==> src/rtl/alu_arbiter.sv <==
// Two-port round-robin front end for the shared ALU: grants one request at a time,
// walks it through EXEC/WB to meet the ALU's registered-result timing, and keeps per-port flags.
module alu_arbiter (
    input  logic        clk,
    input  logic        reset,
    input  logic        req0_valid,
    input  logic [3:0]  req0_ctrl,
    input  logic [15:0] req0_a,
    input  logic [15:0] req0_b,
    input  logic        req1_valid,
    input  logic [3:0]  req1_ctrl,
    input  logic [15:0] req1_a,
    input  logic [15:0] req1_b,
    output logic        req0_ready,
    output logic        req1_ready,
    output logic        rsp0_valid,
    output logic        rsp1_valid,
    output logic [15:0] rsp_y,
    output logic [4:0]  flags0,
    output logic [4:0]  flags1,
    output logic [3:0]  alu_ctrl,
    output logic [15:0] alu_a,
    output logic [15:0] alu_b,
    input  logic [15:0] alu_y,
    input  logic        alu_c,
    input  logic        alu_z,
    input  logic        alu_n,
    input  logic        alu_v,
    input  logic        alu_s
);
    localparam logic [3:0] ALU_OP_MUL = 4'h8;
    localparam logic [3:0] ALU_OP_RSV = 4'hF;

    typedef enum logic [1:0] {S_IDLE = 2'd0, S_EXEC = 2'd1, S_WB = 2'd2} state_t;

    state_t      r_state;
    state_t      w_next;
    logic        r_last;
    logic        r_port;
    logic [3:0]  r_ctrl;
    logic [15:0] r_a;
    logic [15:0] r_b;
    logic [15:0] r_rsp_y;
    logic [4:0]  r_flags0;
    logic [4:0]  r_flags1;
    logic        r_rsp0;
    logic        r_rsp1;
    logic        w_gnt0;
    logic        w_gnt1;
    logic        w_hs;
    logic        w_unused_s;

    // The ALU's own S is ignored; S is rebuilt from the stored V.
    assign w_unused_s = alu_s;

    // {S,V,N,Z,C}; MUL leaves C and V as they were for that port.
    function automatic logic [4:0] f_flags(input logic [4:0] prev, input logic [3:0] op,
                                           input logic c, input logic z,
                                           input logic n, input logic v);
        logic c_new;
        logic v_new;
        c_new = (op == ALU_OP_MUL) ? prev[0] : c;
        v_new = (op == ALU_OP_MUL) ? prev[3] : v;
        return {n ^ v_new, v_new, n, z, c_new};
    endfunction

    // r_last == 1 means port 1 was granted last, so port 0 wins a tie.
    always_comb begin
        w_gnt0 = 1'b0;
        w_gnt1 = 1'b0;
        if (r_state != S_EXEC) begin
            if (req0_valid && req1_valid) begin
                w_gnt0 = r_last;
                w_gnt1 = ~r_last;
            end else begin
                w_gnt0 = req0_valid;
                w_gnt1 = req1_valid;
            end
        end
    end

    assign w_hs       = w_gnt0 | w_gnt1;
    assign req0_ready = w_gnt0 & ~reset;
    assign req1_ready = w_gnt1 & ~reset;

    always_comb begin
        w_next = r_state;
        case (r_state)
            S_IDLE:  w_next = w_hs ? S_EXEC : S_IDLE;
            S_EXEC:  w_next = S_WB;
            S_WB:    w_next = w_hs ? S_EXEC : S_IDLE;
            default: w_next = S_IDLE;
        endcase
    end

    always_ff @(posedge clk or posedge reset) begin
        if (reset) begin
            r_state  <= S_IDLE;
            r_last   <= 1'b1;
            r_port   <= 1'b0;
            r_ctrl   <= '0;
            r_a      <= '0;
            r_b      <= '0;
            r_rsp_y  <= '0;
            r_flags0 <= '0;
            r_flags1 <= '0;
            r_rsp0   <= 1'b0;
            r_rsp1   <= 1'b0;
        end else begin
            r_state <= w_next;
            r_rsp0  <= 1'b0;
            r_rsp1  <= 1'b0;
            if (w_hs) begin
                r_port <= w_gnt1;
                r_last <= w_gnt1;
                r_ctrl <= w_gnt1 ? req1_ctrl : req0_ctrl;
                r_a    <= w_gnt1 ? req1_a    : req0_a;
                r_b    <= w_gnt1 ? req1_b    : req0_b;
            end
            if (r_state == S_WB) begin
                r_rsp_y <= alu_y;
                r_rsp0  <= ~r_port;
                r_rsp1  <= r_port;
                if (r_port) begin
                    r_flags1 <= f_flags(r_flags1, r_ctrl, alu_c, alu_z, alu_n, alu_v);
                end else begin
                    r_flags0 <= f_flags(r_flags0, r_ctrl, alu_c, alu_z, alu_n, alu_v);
                end
            end
        end
    end

    // ctrl must stay on the latched op through WB: the ALU's C/V decode the live ctrl.
    always_comb begin
        alu_ctrl = ALU_OP_RSV;
        alu_a    = '0;
        alu_b    = '0;
        if (reset) begin
            alu_ctrl = '0;
        end else if (r_state != S_IDLE) begin
            alu_ctrl = r_ctrl;
            alu_a    = r_a;
            alu_b    = r_b;
        end
    end

    assign rsp0_valid = r_rsp0;
    assign rsp1_valid = r_rsp1;
    assign rsp_y      = r_rsp_y;
    assign flags0     = r_flags0;
    assign flags1     = r_flags1;
endmodule

==> config.mk <==
export PLATFORM = sky130hd
export DESIGN_NAME = alu_arbiter
export DESIGN_NICKNAME = d
export VERILOG_FILES = /design/src/rtl/alu_arbiter.sv
export SDC_FILE = /design/constraint.sdc
export NUM_CORES = 1
export LEC_CHECK = 0
export BUFFER_PORTS_ARGS = -buffer_cell sky130_fd_sc_hd__buf_4
export CORE_MARGIN = 1
export CORE_UTILIZATION = 49
export DETAILED_ROUTE_END_ITERATION = 12
export HOLD_SLACK_MARGIN = 0.12
export MAX_ROUTING_LAYER = met4
export PLACE_DENSITY = 0.9
export REMOVE_ABC_BUFFERS = 1
export SYNTH_ARGS = -nofsm -noshare
export SYNTH_HDL_FRONTEND = slang
export SYNTH_SLANG_ARGS = --single-unit
==> constraint.sdc <==
create_clock -name clk -period 5.3 [get_ports clk]
set_clock_uncertainty 0.05 [all_clocks]
set_input_delay 1.06 -clock clk [delete_from_list [all_inputs] [get_ports clk]]
set_output_delay 1.06 -clock clk [all_outputs]
set_load 0.005 [all_outputs]
==> flow_summary.json <==
{
  "fill_cells": 421,
  "critPathMaxFanout": 40,
  "syn_inst": 253,
  "numPortBuffers": 161,
  "synth-seq-cells": 68,
  "path_buf_inv": 2,
  "rsz0062_at_grt": "no",
  "cts_tree": "done",
  "power-per-cell-area_mw_per_mm2": 400,
  "drv_slew": 0,
  "cpMostUsedCell": "buf_4",
  "p_leak_nw": 2.44,
  "ys_seq_area_frac": 0.551,
  "max_freq_ghz": 0.289,
  "grt_pass1_wl_mm": 13.0,
  "ctsHoldBuffers": 0,
  "synth.avg_cell_area_um2": 12.2,
  "cts_setup_buffers": 0,
  "vdd_drop_max_uv": 293,
  "antenna_found_initial": 0,
  "hold_depth": 1,
  "setup_viol": 0,
  "cts_buffer_depth": 2,
  "outcome": "completed",
  "antenna_cells": 0,
  "reg2reg_from": "r_state[1]",
  "cts.repair.resized": 0,
  "vias": 2643,
  "cts_made_buffers": 9,
  "die_h_um": 81.5,
  "synth_top_area_cell": "dfrtp_1",
  "yosysWarnings": 0,
  "cpPeakStageDelay_ps": 730,
  "dieArea_mm2": 0.00663,
  "power_w": 0.00181,
  "use_met2": 0.465,
  "r2r_end": "r_b[5]",
  "grt_usage": 0.273,
  "htree_levels": 3,
  "boundaryPins": 163,
  "chipWidth_um": 81.5,
  "clk_pin_slew_worst_paths_ps": 70,
  "start_util": 0.516,
  "layout-drive-gt1-share": 0.505,
  "dp_hpwl_mm": 5.87,
  "max_slew_margin": 0.379,
  "tightest_slew_ps": 931,
  "cp-start-kind": "input port",
  "rows": 28,
  "hold_viol": 0,
  "overflow": 0,
  "fin_setup_tns_ps": 0,
  "cp_slowest_cell": "and3_2",
  "use_met1": 0.298,
  "seq_area_mm2": 0.00170,
  "wirelength_mm": 8.43,
  "drt_iter0_markers": 109,
  "grt-busiest-layer": "met2",
  "ff2ff_path_depth": 4,
  "period_share": 0.653,
  "min_period_ps": 3460,
  "worstPathCellList": "buf_4 -> nand2_1 -> and3_2 -> and2_1 -> buf_4",
  "rrSetupSlack_ps": 3080,
  "cts-root-buf": "clkbuf_8",
  "cp.required_ps": 4190,
  "syn_to_final_growth_pct": 46.0,
  "clk_latency_ps": 340,
  "final_antenna_net_count": 0,
  "critPathArrivalTime_ps": 2350,
  "final_core_util": 0.754,
  "hp-class": "reg2reg",
  "max-cap-violations": 0,
  "critPathKind": "in2out",
  "min_to": "r_a[3]",
  "grt_pass1_vias": 2714,
  "gp_congestion": 0.762,
  "synth_area_leaders": "dfrtp_1, a22o_1, mux2_2",
  "nets": 508,
  "end_kind": "primary output",
  "vias_per_cell": 5.38,
  "crit_family": "simple AND/OR/NAND/NOR gates",
  "use_met3": 0.0678,
  "hp-start": "r_a[3]",
  "wl_per_cell_um": 17.2,
  "multiInputGateArea_mm2": 0.00128,
  "syn_area_mm2": 0.00309,
  "grt_max_degree": 64,
  "cts_sinks": 68,
  "ys_types": 22,
  "drc": 0,
  "core-area_mm2": 0.00599,
  "synth_top_cell_area_share": 0.542,
  "firstDrtPassIters": 4
}
logic make-up (layout without fill, tap and decap cells):
group           Yosys count  in the layout  synth area share
compound gates           74             74             0.193
xor+xnor                  2              2           0.00566
buf+inv                  20            183            0.0352
flops                    68             68             0.551
mux                      27             27            0.0975
simple gates             62             62             0.118
power breakdown:
part | switching (W) | leakage [nW] | internal (W) | total, W
Combinational | 0.000231 | 1.53 | 0.000366 | 0.000596
Clock | 0.000200 | 0.0962 | 0.000217 | 0.000417
Sequential | 0.000103 | 0.815 | 0.000689 | 0.000792
cell type report:
class / instances / share of cell area
Clock inverter: 6 / 0.0144
Multi-Input combinational cell: 165 / 0.284
Timing Repair Buffer: 164 / 0.273
Tap cell: 75 / 0.0208
Clock buffer: 10 / 0.0283
Inverter: 3 / 0.00249
Sequential cell: 68 / 0.377
cells in the mapped netlist:
library cell and instances:
dfrtp_1 67, a21o_1 37, a22o_1 36, and2_1 34
mux2_2 25, nor2_1 15, buf_2 9, clkbuf_1 5
nand2_1 4, buf_6 3, inv_1 3, and3_1 2
mux2i_1 2, nand2b_1 2, nor2b_1 2, and2b_1 1
dfstp_2 1, nor2_4 1, nor4b_4 1, o21ai_0 1
xnor2_1 1, xor2_1 1
registers in the layout, indices dropped and copies added (netlist names):
signal and count:
r_last 1, r_ctrl 4, rsp_y 16, rsp1_valid 1, r_b 16, r_state 2, flags0 5, r_port 1
flags1 5, rsp0_valid 1, r_a 16
worst max path at each step:
| stage | slack [ps] | depth (start not counted) | start | end |
|---|---|---|---|---|
| 6_report | 1840 | 5 | req0_valid | req1_ready |
| 5_1_grt | 1730 | 5 | req0_valid | req1_ready |
| 4_1_cts | 1840 | 5 | req0_valid | req1_ready |
| 3_5_place_dp | 1860 | 5 | req0_valid | req1_ready |
| 3_3_place_gp | 1880 | 4 | reset | alu_b[6] |
| 2_1_floorplan | 1410 | 2 | reset | req0_ready |
placed cells by master (no fill, tap or decap), drive strengths merged, types with 2 or more instances in the layout:
cell,n
and3,2
nor2b,2
nand2,4
a21o,37
dfrtp,67
buf,164
inv,3
nor2,16
mux2,25
mux2i,2
nand2b,2
clkinv,4
and2,34
a22o,36
clkbuf,10
metrics by stage:
step           setup WS (ps)  std cells  hold WS [ps]  instance area (um2)
5_1_grt                 1730        491           437                 4520
2_1_floorplan           1410        236           391                 3000
4_1_cts                 1840        491           424                 4520
3_5_place_dp            1860        475           407                 4320
6_report                1840        491           418                 4520
3_3_place_gp            1880        475           399                 4320
per-layer routing:
layer | vias up | share of wire
met1 | 1287 | 0.37
met3 | 18 | 0.086
li1 | 1214 | -
met4 | 0 | 0.017
met2 | 124 | 0.52
met5 | - | 0
worst reg2reg max path: stages, from the launching register on:
cell and delay (ps):
dfrtp_1 400, nand2b_1 190, and3_2 500, nor2_4 770, a21o_1 240
(Power assumes the default switching activity.)
